[src/rtl/sdram_port_arbiter.sv]
// sdram_port_arbiter: shares the byte-wide SDRAM port between the downloader
// (LDR), the RAM eraser (ERA) and the CPU. Fixed priority LDR > ERA > CPU,
// one outstanding access, grant held until mem_done or a watchdog abort.
//
//   state  | meaning
//   -------+--------------------------------------------------------------
//   S_IDLE | no access in flight; arbitrate when ena=1 and no ack pending
//   S_BUSY | access owned by grant_q; mem_* frozen, watchdog running
module sdram_port_arbiter #(
  parameter int AW      = 25,
  parameter int TIMEOUT = 255
) (
  input  logic          clk,
  input  logic          reset_n,
  input  logic          ena,
  input  logic          ldr_req,
  input  logic          era_req,
  input  logic          cpu_req,
  input  logic          ldr_wr,
  input  logic          era_wr,
  input  logic          cpu_wr,
  input  logic [AW-1:0] ldr_addr,
  input  logic [AW-1:0] era_addr,
  input  logic [AW-1:0] cpu_addr,
  input  logic [7:0]    ldr_din,
  input  logic [7:0]    era_din,
  input  logic [7:0]    cpu_din,
  output logic          ldr_ack,
  output logic          era_ack,
  output logic          cpu_ack,
  output logic [7:0]    rdata,
  output logic          mem_req,
  output logic          mem_wr,
  output logic [AW-1:0] mem_addr,
  output logic [7:0]    mem_din,
  input  logic [7:0]    mem_dout,
  input  logic          mem_done,
  output logic [1:0]    grant,
  output logic          timeout_err,
  input  logic          err_clr
);

  typedef enum logic {S_IDLE, S_BUSY} state_t;

  // Watchdog value seen during the last BUSY cycle allowed before abort.
  localparam logic [7:0] WD_LAST = 8'(TIMEOUT - 1);

  state_t          state_q, state_d;
  logic [1:0]      grant_q, grant_d;
  logic            mem_req_q, mem_req_d;
  logic            mem_wr_q, mem_wr_d;
  logic [AW-1:0]   mem_addr_q, mem_addr_d;
  logic [7:0]      mem_din_q, mem_din_d;
  logic [7:0]      rdata_q, rdata_d;
  logic [2:0]      ack_q, ack_d;      // {cpu, era, ldr}
  logic            err_q, err_d;
  logic [7:0]      wdog_q, wdog_d;

  // State and datapath registers; reset aborts any access without an ack.
  always_ff @(posedge clk or negedge reset_n) begin
    if (!reset_n) begin
      state_q    <= S_IDLE;
      grant_q    <= 2'd0;
      mem_req_q  <= 1'b0;
      mem_wr_q   <= 1'b0;
      mem_addr_q <= '0;
      mem_din_q  <= 8'd0;
      rdata_q    <= 8'd0;
      ack_q      <= 3'b000;
      err_q      <= 1'b0;
      wdog_q     <= 8'd0;
    end else begin
      state_q    <= state_d;
      grant_q    <= grant_d;
      mem_req_q  <= mem_req_d;
      mem_wr_q   <= mem_wr_d;
      mem_addr_q <= mem_addr_d;
      mem_din_q  <= mem_din_d;
      rdata_q    <= rdata_d;
      ack_q      <= ack_d;
      err_q      <= err_d;
      wdog_q     <= wdog_d;
    end
  end

  // Arbitration, completion/abort handling and the sticky error flag.
  always_comb begin
    state_d    = state_q;
    grant_d    = grant_q;
    mem_req_d  = mem_req_q;
    mem_wr_d   = mem_wr_q;
    mem_addr_d = mem_addr_q;
    mem_din_d  = mem_din_q;
    rdata_d    = rdata_q;
    ack_d      = 3'b000;
    err_d      = err_q;
    wdog_d     = wdog_q;

    if (err_clr) begin
      err_d = 1'b0;
    end

    case (state_q)
      S_IDLE: begin
        // While an ack is out the owner's req is still high; wait one cycle
        // so the same requester is not granted twice for one transfer.
        if (ena && (ack_q == 3'b000)) begin
          if (ldr_req) begin
            grant_d    = 2'd1;
            mem_wr_d   = ldr_wr;
            mem_addr_d = ldr_addr;
            mem_din_d  = ldr_din;
          end else if (era_req) begin
            grant_d    = 2'd2;
            mem_wr_d   = era_wr;
            mem_addr_d = era_addr;
            mem_din_d  = era_din;
          end else if (cpu_req) begin
            grant_d    = 2'd3;
            mem_wr_d   = cpu_wr;
            mem_addr_d = cpu_addr;
            mem_din_d  = cpu_din;
          end
          if (ldr_req || era_req || cpu_req) begin
            mem_req_d = 1'b1;
            wdog_d    = 8'd0;
            state_d   = S_BUSY;
          end
        end
      end
      S_BUSY: begin
        wdog_d = wdog_q + 8'd1;
        // mem_done on the abort edge is treated as a normal completion.
        if (mem_done || (wdog_q == WD_LAST)) begin
          mem_req_d = 1'b0;
          grant_d   = 2'd0;
          state_d   = S_IDLE;
          case (grant_q)
            2'd1:    ack_d = 3'b001;
            2'd2:    ack_d = 3'b010;
            2'd3:    ack_d = 3'b100;
            default: ack_d = 3'b000;
          endcase
          if (mem_done) begin
            rdata_d = mem_dout;
          end else begin
            err_d = 1'b1;
          end
        end
      end
      default: state_d = S_IDLE;
    endcase
  end

  assign ldr_ack     = ack_q[0];
  assign era_ack     = ack_q[1];
  assign cpu_ack     = ack_q[2];
  assign rdata       = rdata_q;
  assign mem_req     = mem_req_q;
  assign mem_wr      = mem_wr_q;
  assign mem_addr    = mem_addr_q;
  assign mem_din     = mem_din_q;
  assign grant       = grant_q;
  assign timeout_err = err_q;

endmodule
[config.mk]
export PLATFORM = sky130hd
export DESIGN_NAME = sdram_port_arbiter
export DESIGN_NICKNAME = d
export VERILOG_FILES = /design/src/rtl/sdram_port_arbiter.sv
export SDC_FILE = /design/constraint.sdc
export NUM_CORES = 1
export LEC_CHECK = 0
export CAP_MARGIN = 25
export CORE_MARGIN = 2
export CORE_UTILIZATION = 36
export CTS_BUF_LIST = sky130_fd_sc_hd__clkbuf_8
export DETAILED_ROUTE_END_ITERATION = 6
export PLACE_DENSITY_LB_ADDON = 0.2
export SYNTH_ARGS = -nofsm -noshare
export SYNTH_HDL_FRONTEND = slang
export SYNTH_SLANG_ARGS = --single-unit
export TNS_END_PERCENT = 5
[constraint.sdc]
create_clock -name clk -period 2 [get_ports clk]
set_clock_uncertainty 0.15 [all_clocks]
set_input_delay 0.3 -clock clk [delete_from_list [all_inputs] [get_ports clk]]
set_output_delay 0.3 -clock clk [all_outputs]
set_load 0.05 [all_outputs]
==> summary.md, run 1 <==
| Metric | Value |
|---|---|
| Result of the run | finished with violations |
| Failing checks | negative setup slack |
| N_diodes | 0 |
| Max Slew Vio Count | 0 |
| Yosys top cell area share | about half |
| Syn Area/Cell | roughly 11 um2 |
| Final setup violating endpoints | 12 |
| Die width | around 95 um |
| CP Launch Type | flip-flop |
| Io pins | roughly 170 |
| Chip height | 95.2 um |
| Pin count of the biggest net entering global routing | 59 |
| Synthesis-to-layout area growth | 67.5% |
| Placeable Area | roughly 8100 um2 |
| RSZ-0062 raised after global routing | true |
| Final hold violation count | 0 |
| Critical-path top delay cell | or4b_4 |
| Slew @ Worst Pin | between 500 and 600 ps |
| TritonCTS buffer count | 9 |
| Pwr dens | 1400 nW/um2 |
| Die area | around 9000 um2 |
| Clk_lat worst skew | 330 ps |
| Root buffer cell | clkbuf_8 |
| Synth Instances | 268 |
| Worst VDD drop | 0.000884 V |
| Clock Sinks | 58 |
| CTS tree | done |
| Register area share after synthesis | 48.5% |
| Fin cells | 548 |
| Post-route ant nets | 0 |
| Final setup margin | -16.4 ps |
| Residual DRC | 0 |
| Yosys Warn Count | 0 |
| Global route total overflow | 0 |
| F_max | 0.496 GHz |
| Crit path max-delay family | simple AND/OR/NAND/NOR gates |
| Initial core utilization | around 37% |
| WP data required | roughly 2100 ps |
| WP buf/inv | 1 |
| Clk buf depth | 2 |
| Worst-path clk slew | 60 ps |
| Biggest area consumer among synthesized cells | dfrtp_1 |
| Most common cell after layout, fill and taps aside | clkdlybuf4s50_1 |
| Setup TNS | -75.8 ps |
| Initial DRC Count | between 70 and 80 |
| Crit path time final | between 2000 and 2500 ps |
| Rows | 33 |
| CP Max Fanout | 17 |
| Max incr delay on CP | 560 ps |
| Routed via count | 2649 |
| Max Cap Violations | 0 |
| DR pass1 iterations | 4 |
| Finished Core Util | 61.7% |
| Dpl cells | roughly 530 |
| Slew headroom | roughly 64% |
| Pleak | 2.17 nW |
| Most frequent cells in the layout | clkdlybuf4s50_1 (155), dfrtp_1 (55), o21ai_0 (44) |
| Worst Setup Path Type | flip-flop to flip-flop |
| Cell Area, Synth | roughly 3000 um2 |
| Vias in the first global route | 2617 |
| Count of cell types in the netlist | 26 |
| Crit end category | flip-flop |
| Final worst-path cycle share | 101% |
| Post-DP HPWL | 6260 um |
| All-Layer GR Usage | 18.0% |
| #FFs+latches synth | 58 |
| Synth Net Count | ~390 |
| H-tree depth reported by CTS | 3 |
| Post-Route WL | 8280 um |
| Worst path arrival time | 2080 ps |
| Port buffer count | 166 |
| Final GP Congestion | 0.729 |
| Type of the most critical hold path | primary input to flip-flop |
| Vias per std cell | 4.83 |
| Initial antenna violation count | 0 |
| Routed WL per cell | approximately 15 um |
| First-pass GRT wire length | around 13000 um |
| Nets | 558 |
| Hold Slack | 294 ps |
| Share of layout cells above drive strength 1 | a little under a fifth |
| Area contributors post-synth | dfrtp_1 (48%), mux2_2 (15%), mux2i_1 (12%) |
| Critical-path cell list | or4b_4, nor3_4, buf_12, mux2_2 |
## metrics by stage
stage | total power (W) | instance area [um2] | setup slack, ps
floorplan | 0.00456 | 3000 | -150
global placement | 0.00595 | 4780 | -324
detailed placement | 0.00602 | 4780 | -355
CTS | 0.00705 | 4980 | -23.0
global route | 0.00739 | 5010 | -87.8
finish | 0.00703 | 5010 | -16.4
## power by group
part           total [W]  internal, W  switching (W)
combinational    0.00401      0.00163        0.00238
clock            0.00101     0.000576       0.000431
sequential       0.00202      0.00169       0.000322
## registers in the layout, summed over array words and instances (netlist names)
register     flops
grant            2
state_q          1
mem_wr           1
rdata            8
timeout_err      1
mem_req          1
mem_addr        25
mem_din          8
wdog_q           8
ack_q            3
## kinds of logic (layout without fill, tap and decap cells)
group / after synthesis / in the layout / synth area share [%]
flops: 58 / 58 / 48.5
compound gates: 54 / 54 / 10.2
buf+inv: 22 / 197 / 4.01
mux: 79 / 79 / 28.2
simple gates: 53 / 53 / 8.32
fa+ha+maj: 2 / 2 / 0.836
## worst min-delay path, cell delays in order
cell	delay (ps)
buf_2	100
buf_4	220
mux2i_1	100
## final timing paths
| kind | depth (start not counted) | end | slack [ps] | startpoint |
|---|---|---|---|---|
| hold / removal | 3 | grant[1] | 290 | ldr_req |
| setup reg to reg | 4 | mem_addr[9] | -20 | ack_q[1] |
| setup / recovery | 4 | mem_addr[9] | -20 | ack_q[1] |
| hold reg to reg | 1 | mem_addr[21] | 340 | mem_addr[21] |
| max in group asynchronous | 3 | ack_q[2] | 1040 | reset_n |
| min in group asynchronous | 3 | mem_addr[12] | 390 | reset_n |
## per-layer routing
| layer | GRT usage (%) | routed length (um) | vias up |
|---|---|---|---|
| met2 | 30.5 | 3930 | 99 |
| met4 | 6.52 | 131 | 0 |
| met3 | 4.74 | 825 | 10 |
| met5 | 0 | 0 | - |
| li1 | - | - | 1297 |
| met1 | 22.0 | 3390 | 1243 |
## cell usage after synthesis
cell,instances
clkbuf_1,8
nor2_1,1
nand4_1,4
mux2i_1,36
ha_1,2
buf_6,4
nor3_1,2
o311ai_0,3
and3_1,2
nand2_1,38
inv_1,4
o21ai_0,44
o21ba_2,1
dfrtp_1,58
mux2_1,4
a21o_1,1
mux2_2,39
buf_2,6
o21a_1,1
o211ai_1,2
a22o_1,1
o32ai_1,1
or4b_4,1
nor3_4,1
nor2b_1,1
or3_1,3
## layout make-up
cell class | count | area [um2]
clock buffers | 13 | 179
multi-input cells | 188 | 1450
flip-flops and latches | 58 | 1460
well taps | 105 | 131
fillers | 710 | 3120
repair buffers | 177 | 1770
clock inverters | 3 | 13.8
inverters | 4 | 15.0
## timing repair
action,4_1_cts,5_1_grt
setup buffers,0,0
gates resized for setup,0,9
hold buffers,1,0
endpoints found under the setup margin,36,38
pin swaps,1,0
endpoints found under the hold margin,58,0
No activity file was read; power rests on OpenSTA's default activity.
==> run 2: changes to the inputs <==
--- a/config.mk
+++ b/config.mk
@@ -9,6 +9,7 @@
 export CORE_MARGIN = 2
 export CORE_UTILIZATION = 36
 export CTS_BUF_LIST = sky130_fd_sc_hd__clkbuf_8
+export CTS_CLUSTER_DIAMETER = 100
 export DETAILED_ROUTE_END_ITERATION = 6
 export PLACE_DENSITY_LB_ADDON = 0.2
 export SYNTH_ARGS = -nofsm -noshare
==> results of run 2 <==
Final layout, timing and power as in run 1 (identical DEF).
